==> src/rtl/traffic_junction.sv <==
// Two-road junction controller: main/side signal cycle with optional pedestrian
// phase and a night-time flashing-yellow mode. Lamps decode from registered state only.
module traffic_junction #(
   parameter int CNT_W     = 8,
   parameter int GREEN_M_T = 8,
   parameter int GREEN_S_T = 5,
   parameter int YELLOW_T  = 2,
   parameter int REDYLW_T  = 2,
   parameter int ALLRED_T  = 1,
   parameter int WALK_T    = 4,
   parameter int FLASH_T   = 3
) (
   input  logic clk,
   input  logic rst,
   input  logic ped_req,
   input  logic night,
   output logic m_red,
   output logic m_yellow,
   output logic m_green,
   output logic s_red,
   output logic s_yellow,
   output logic s_green,
   output logic walk
);

   typedef enum logic [3:0] {
      M_RY, M_GRN, M_YLW, AR_A, S_RY, S_GRN, S_YLW, AR_B, PED, FLASH
   } state_t;

   state_t           r_state;
   state_t           w_next;
   logic [CNT_W-1:0] r_cnt;
   logic [CNT_W-1:0] w_last;
   logic             w_done;
   logic             w_enterPed;
   logic             r_pedPend;
   logic             r_pedFromA;
   logic             r_flashPh;

   // Final count value of the current state; in FLASH it marks a half-period.
   always_comb begin
      w_last = CNT_W'(ALLRED_T - 1);
      case (r_state)
         M_RY, S_RY:   w_last = CNT_W'(REDYLW_T - 1);
         M_GRN:        w_last = CNT_W'(GREEN_M_T - 1);
         S_GRN:        w_last = CNT_W'(GREEN_S_T - 1);
         M_YLW, S_YLW: w_last = CNT_W'(YELLOW_T - 1);
         PED:          w_last = CNT_W'(WALK_T - 1);
         FLASH:        w_last = CNT_W'(FLASH_T - 1);
         default:      w_last = CNT_W'(ALLRED_T - 1);
      endcase
   end

   assign w_done = (r_cnt == w_last);

   // Night and pedestrian requests are only honoured at all-red expiry, so a
   // running green or yellow is never cut short.
   always_comb begin
      w_next = r_state;
      case (r_state)
         M_RY:  if (w_done) w_next = M_GRN;
         M_GRN: if (w_done) w_next = M_YLW;
         M_YLW: if (w_done) w_next = AR_A;
         AR_A: begin
            if (w_done) begin
               if (night)          w_next = FLASH;
               else if (r_pedPend) w_next = PED;
               else                w_next = S_RY;
            end
         end
         S_RY:  if (w_done) w_next = S_GRN;
         S_GRN: if (w_done) w_next = S_YLW;
         S_YLW: if (w_done) w_next = AR_B;
         AR_B: begin
            if (w_done) begin
               if (night)          w_next = FLASH;
               else if (r_pedPend) w_next = PED;
               else                w_next = M_RY;
            end
         end
         PED:   if (w_done) w_next = r_pedFromA ? S_RY : M_RY;
         FLASH: if (!night) w_next = AR_B;
         default: w_next = AR_B;
      endcase
   end

   assign w_enterPed = (w_next == PED) && (r_state != PED);

   always_ff @(posedge clk or negedge rst) begin
      if (!rst) begin
         r_state    <= AR_B;
         r_cnt      <= '0;
         r_pedPend  <= 1'b0;
         r_pedFromA <= 1'b0;
         r_flashPh  <= 1'b1;
      end else begin
         r_state <= w_next;
         if ((w_next != r_state) || w_done)
            r_cnt <= '0;
         else
            r_cnt <= r_cnt + CNT_W'(1);
         // A request arriving on the PED entry edge belongs to the next round.
         if (w_enterPed) begin
            r_pedPend  <= ped_req;
            r_pedFromA <= (r_state == AR_A);
         end else begin
            r_pedPend  <= r_pedPend | ped_req;
         end
         if ((w_next == FLASH) && (r_state != FLASH))
            r_flashPh <= 1'b1;
         else if ((r_state == FLASH) && w_done)
            r_flashPh <= ~r_flashPh;
      end
   end

   always_comb begin
      m_red    = 1'b1;
      m_yellow = 1'b0;
      m_green  = 1'b0;
      s_red    = 1'b1;
      s_yellow = 1'b0;
      s_green  = 1'b0;
      walk     = 1'b0;
      case (r_state)
         M_RY:  m_yellow = 1'b1;
         M_GRN: begin m_red = 1'b0; m_green  = 1'b1; end
         M_YLW: begin m_red = 1'b0; m_yellow = 1'b1; end
         S_RY:  s_yellow = 1'b1;
         S_GRN: begin s_red = 1'b0; s_green  = 1'b1; end
         S_YLW: begin s_red = 1'b0; s_yellow = 1'b1; end
         PED:   walk = 1'b1;
         FLASH: begin
            m_red    = 1'b0;
            s_red    = 1'b0;
            m_yellow = r_flashPh;
            s_yellow = r_flashPh;
         end
         default: ;
      endcase
   end

endmodule

==> config.mk <==
export PLATFORM = sky130hd
export DESIGN_NAME = traffic_junction
export DESIGN_NICKNAME = d
export VERILOG_FILES = /design/src/rtl/traffic_junction.sv
export SDC_FILE = /design/constraint.sdc
export NUM_CORES = 1
export LEC_CHECK = 0
export BUFFER_PORTS_ARGS = -buffer_cell sky130_fd_sc_hd__buf_2
export CAP_MARGIN = 15
export CORE_ASPECT_RATIO = 0.8
export CORE_UTILIZATION = 38
export CTS_CLUSTER_SIZE = 8
export DETAILED_ROUTE_END_ITERATION = 8
export GPL_TIMING_DRIVEN = 0
export HOLD_SLACK_MARGIN = 0.03
export RECOVER_POWER = 100
export SLEW_MARGIN = 10
export SYNTH_ARGS = -nofsm -noshare
export SYNTH_HDL_FRONTEND = slang
export SYNTH_SLANG_ARGS = --single-unit
==> constraint.sdc <==
create_clock -name clk -period 2.45 [get_ports clk]
set_clock_uncertainty 0.05 [all_clocks]
set_input_delay 0.3675 -clock clk [delete_from_list [all_inputs] [get_ports clk]]
set_output_delay 0.3675 -clock clk [all_outputs]
set_load 0.05 [all_outputs]
### Word-level counts from Yosys, hierarchy flattened

Memory sizes are Yosys's and may differ from the RTL's.
Index checks and enable logic that the tools add are counted.

| operators by class | value |
|---|---|
| $add $sub $neg | 1 |
| eq/ne operators | 15 |
| mux-type cells | 27 |
| bitwise operators | 2 |
| reduce and logical (&&, ||, !) cells | 10 |

Operator list:

| operator | number |
|---|---|
| $mux 4 | 14 |
| $pmux 4 s10 | 1 |
| $eq 4x3->1 const B | 4 |
| $eq 4x4->1 const B | 4 |
| $add 8x1->8 const B | 1 |
| $eq 4x2->1 const B | 2 |
| $eq 8x8->1 | 1 |
| $mux 1 | 8 |
| $mux 8 | 1 |
| $ne 4x4->1 const B | 2 |
| $reduce_or 3->1 | 2 |
| $eq 4x1->1 const B | 1 |
| $logic_not 4->1 | 1 |
| $ne 4x4->1 | 1 |
| $pmux 1 s2 | 2 |
| $reduce_or 2->1 | 2 |
| $logic_and 1x1->1 | 3 |
| $mux 3 | 1 |
| $reduce_bool 2->1 | 1 |
| $logic_or 1x1->1 | 1 |
| $not 1->1 | 1 |
| $or 1x1->1 | 1 |

| word-level totals | value |
|---|---|
| register bits | 15 |
| memory bits (read-only) | 48 |
| input port bits | 4 |
| output and inout bits | 7 |
| logic and storage cells | 61 |
| memories | 1 |

Memories:

| name | depth | width | rd ports | clocked after Yosys merged registers in | write ports | RTL line | text |
|---|---|---|---|---|---|---|---|
| (name not given) | 16 | 3 | 1 | 0 | 0 | 43 | `case (r_state)` |

### Logic depth before layout (Yosys ltp)

| depth | value |
|---|---|
| word-level depth | 7 |
| gate-level depth with buffers | 7 |
| gate-level depth less buffers | 6 |

### Worst setup path before layout

Ideal clock, no wire load.

| timing | value |
|---|---|
| path kind | flip-flop to flip-flop |
| start point | reg r_state[3] |
| end point | reg r_state[2] |
| library setup time | 0.075 ns |
| arrival | 2.416 ns |
| required time | 2.325 ns |
| setup slack | -0.091 ns |
| cell stages (with the launch flop) | 7 |
| buffers on the path | 1 |
| clock period less this slack | 2.541 ns |
| cells stage by stage | dfrtp_1 -> buf_2 -> nand2b_1 -> nor3_1 -> a22oi_1 -> mux2_4 -> o211ai_2 |

| on the way | value |
|---|---|
| longest elaborated chain between the ends | 4 |
| elaborated cells between the ends (all ways) | 22 |
| those cells by class | 10 x eq/ne; 10 x mux; 1 x reduce/logical; 1 x memory |

Ends and longest elaborated chain:

| item | RTL line | text |
|---|---|---|
| start: declaration | 30 | `state_t r_state;` |
| start signal: assignment | 97 | `r_state <= w_next;` |
| $mem_v2 16x3 | -- |  |
| $eq 8x8->1 | 54 | `assign w_done = (r_cnt == w_last);` |
| $mux 4, or another cell as far along | 81 | `PED: if (w_done) w_next = r_pedFromA ? S_RY : M_RY;` |
| $pmux 4 s10 * | 60 | `case (r_state)` |
| net w_next[2] | 31 | `state_t w_next;` |

The timed path passes the listed nets; every way through them passes the cells marked *.
A chain may end at the register's enable or synchronous reset.

### Worst setup path after layout

| timing | value |
|---|---|
| start point | reg r_state[0] |
| end point | out s_yellow |

| on the way | value |
|---|---|
| longest elaborated chain between the ends | 3 |
| elaborated cells between the ends (all ways) | 5 |
| those cells by class | 3 x eq/ne; 1 x mux; 1 x reduce/logical |

Ends and longest elaborated chain:

| item | RTL line | text |
|---|---|---|
| $eq 4x3->1 | 124 | `case (r_state)` |
| $reduce_or 2->1 (no line) | -- |  |
| $pmux 1 s2 * | 124 |  |
| end: declaration | 21 | `output logic s_yellow,` |

Mark *: on every way between the ends. The rest lies on a longest branch, timed or not.

==> results.txt <==
Most used cell, CP -> buf_2
Die area -> 2960 µm²
Slew Viols, Final -> 0
HPWL Detailed -> 1900 µm
Worst Path Arrival -> 1.87 ns
Gate Count Post-Synth -> 121
Slowest-stage cell, CP -> dfstp_2
Area delta synth->final -> 11.9%
Slew headroom -> 46.0%
Antenna violations before repair -> 0
Antenna viol nets, final -> 0
Root buf cell -> clkbuf_4
Kind of end point of the critical path -> output port
Clk_lat worst skew -> 0.28 ns
Via/cell ratio -> 5.59
IR drop worst, VDD -> 0.520 mV
Worst hold start -> ped_req
Routed WL -> 2590 µm
Core area -> 2520 µm²
Sw frac -> 48.8%
Maxcap violations -> 0
Total grt overflow -> 0
RSZ-0062 raised after global routing -> false
Leak -> 0.481 nW
Post-Syn Area -> 1040 µm²
Antenna cells -> 0
Ratio of cells with drive above 1 in the final layout -> 19.9%
Most common flop cell mapped by yosys -> dfrtp_1
Width of the die -> 60.6 µm
Port-buffer cells -> 10
Part of the power in the clock network -> 11.2%
P_sw -> 0.000606 W
Post-synth top cells -> nor2_1 (19), dfrtp_1 (11), nand2_1 (8), nor3_1 (8), xor2_1 (6)
Most frequent cell after synthesis -> nor2_1
Max incr delay on CP -> 0.56 ns
Gpl congestion -> 0.863
Syn Nets -> 126
Final setup margin -> 0.159 ns
Seq/Total Area, Yosys -> 36.4%
H-tree depth -> 1
Final setup violation count -> 0
CTS sink count -> 15
Layout Nets -> 142
Final hold vios -> 0
Number of fill cells -> 281
Crit path from -> r_state[0]$_DFF_PN1_
TNS Setup -> 0 ns
Row cnt -> 16
Power density over cell area -> 1060 nW/µm²
Setup bufs post-CTS -> 0
EDFF count, synth -> 0
Max frequency -> 0.437 GHz
Dominant cells by area after synthesis -> dfrtp_1 (26%), dfstp_2 (10%), nor2_1 (6.8%), xor2_1 (5.0%), nor3_1 (3.8%)
Largest net degree at the start of global routing -> 16
Final period util -> 93.5%
Worst Path Required -> 2.03 ns
I/O Pins -> 11
Overall Global Routing Usage -> 19.7%
Post-route DRC violation count -> 0
Starting Density -> 41.4%
Critical path launch point type -> flip-flop
Internal power -> 0.000636 W
Vias in the first global route -> 917
Synth warn -> 0
Router iterations before antenna repair -> 4
FFs w/ async S/R, synth -> 100%
CP max FO -> 10
Worst slew pin tran -> 0.811 ns
Outcome -> finished clean
Syn Area/Cell -> 8.63 µm²
Iteration-0 DRC Markers -> 47
Post-synthesis cell type with the largest combined area -> dfrtp_1
Clock Path Buffers -> 2
Register share of total power -> 34.0%
Clk slew on worst S/H paths -> 0.09 ns
Critical R2R Launch -> r_state[0]$_DFF_PN1_
First-pass GRT wire length -> 4350 µm
Worst slack at placement -> 0.348 ns
Post-synth cell types -> 41
Combinational share of power -> 54.8%
Yosys reg bits -> 15
Via Count -> 962
Finished Layout Cells -> 172
Dpl cells -> 167
Tot Pwr -> 0.00124 W
Die Y -> 48.9 µm
Post-synth top area share -> 26.3%
Critical path type -> reg -> out
Worst hold-check path type -> in -> reg
TritonCTS buffer count -> 3
Minimum clock period -> 2.29 ns
Crit-path cells -> buf_2 > nand2b_1 > nor2_2 > a21o_1 > buf_2
Detailed-route wire length per cell -> 15.0 µm
CTS tree -> built
==> through the flow <==
step                hold WS, ns  cell area, µm²  util, %
floorplan                0.0219            1050        -
CTS                       0.200            1180     46.9
global placement          0.242            1140     45.4
finish                    0.208            1170     46.3
detailed placement        0.245            1140     45.4
global route              0.203            1170     46.3
==> path summary, 6_finish.rpt <==
kind	end	slack (ns)	cells after the start
max in group asynchronous	r_cnt[1]$_DFF_PN0_	1.22	2
worst max register to register	r_state[2]$_DFF_PN1_	0.28	7
worst min register to register	r_pedPend$_DFF_PN0_	0.44	1
min in group asynchronous	r_cnt[2]$_DFF_PN0_	0.63	2
worst min-delay path	r_pedPend$_DFF_PN0_	0.21	2
worst max-delay path	s_yellow	0.16	5
==> power by group through the flow <==
stage,combinational [W],sequential (W),clock (W)
2_1_floorplan,0.000558,0.000400,0
4_1_cts,0.000695,0.000421,0.000149
5_1_grt,0.000750,0.000437,0.000160
6_report,0.000680,0.000422,0.000139
3_5_place_dp,0.000691,0.000427,0
3_3_place_gp,0.000675,0.000422,0
==> kinds of logic after synthesis <==
| logic type | after synthesis | synth area share, % |
|---|---|---|
| adder cells (fa/ha/maj) | 1 | 1.20 |
| flip-flops | 15 | 36.4 |
| AO/OA/AOI/OAI | 27 | 18.3 |
| AND/OR/NAND/NOR | 56 | 27.2 |
| buffers and inverters | 11 | 5.15 |
| multiplexers | 2 | 2.39 |
| XOR/XNOR | 9 | 9.34 |
==> state kept, by name (all words and copies together) (netlist names) <==
name	flops
r_cnt	8
r_flashPh	1
r_pedFromA	1
r_pedPend	1
r_state	4
==> cells in the final DEF (no fill, tap or decap), drive strengths merged, types with 4 or more instances in the layout <==
cell and instances:
a21oi 5, buf 9, clkbuf 10, dfrtp 11, dfstp 4, inv 5, nand2 9, nand3 5
nor2 19, nor3 8, o21ai 4, xor2 7
==> final cells by class <==
type / count / area, µm² / area share, %
Sequential cell: 15 / 380 / 32.5
Clock buffer: 3 / 22.5 / 1.93
Buffer: 6 / 35.0 / 3.00
Clock inverter: 1 / 5.00 / 0.428
Tap cell: 36 / 45.0 / 3.85
Inverter: 5 / 18.8 / 1.61
Multi-Input combinational cell: 95 / 603 / 51.6
Timing Repair Buffer: 11 / 58.8 / 5.03
==> routing by layer <==
metal	wire, µm	global-route usage, %
met2	1150	29.3
met5	0	0
met1	1210	27.2
met3	207	7.69
met4	19	3.41
==> worst max-delay path, delay by kind of cell, from the launching register on <==
kind | cells | cell delay (ns)
compound gates | 1 | 0.14
buf+inv | 2 | 0.48
flops | 1 | 0.56
simple gates | 2 | 0.42
==> repair_timing <==
action,CTS,global route
hold buffers,1,0
resized for setup,0,1
setup endpoints to repair,0,1
hold endpoints to repair,11,0
Note: power is estimated with default switching activity, not from simulation.
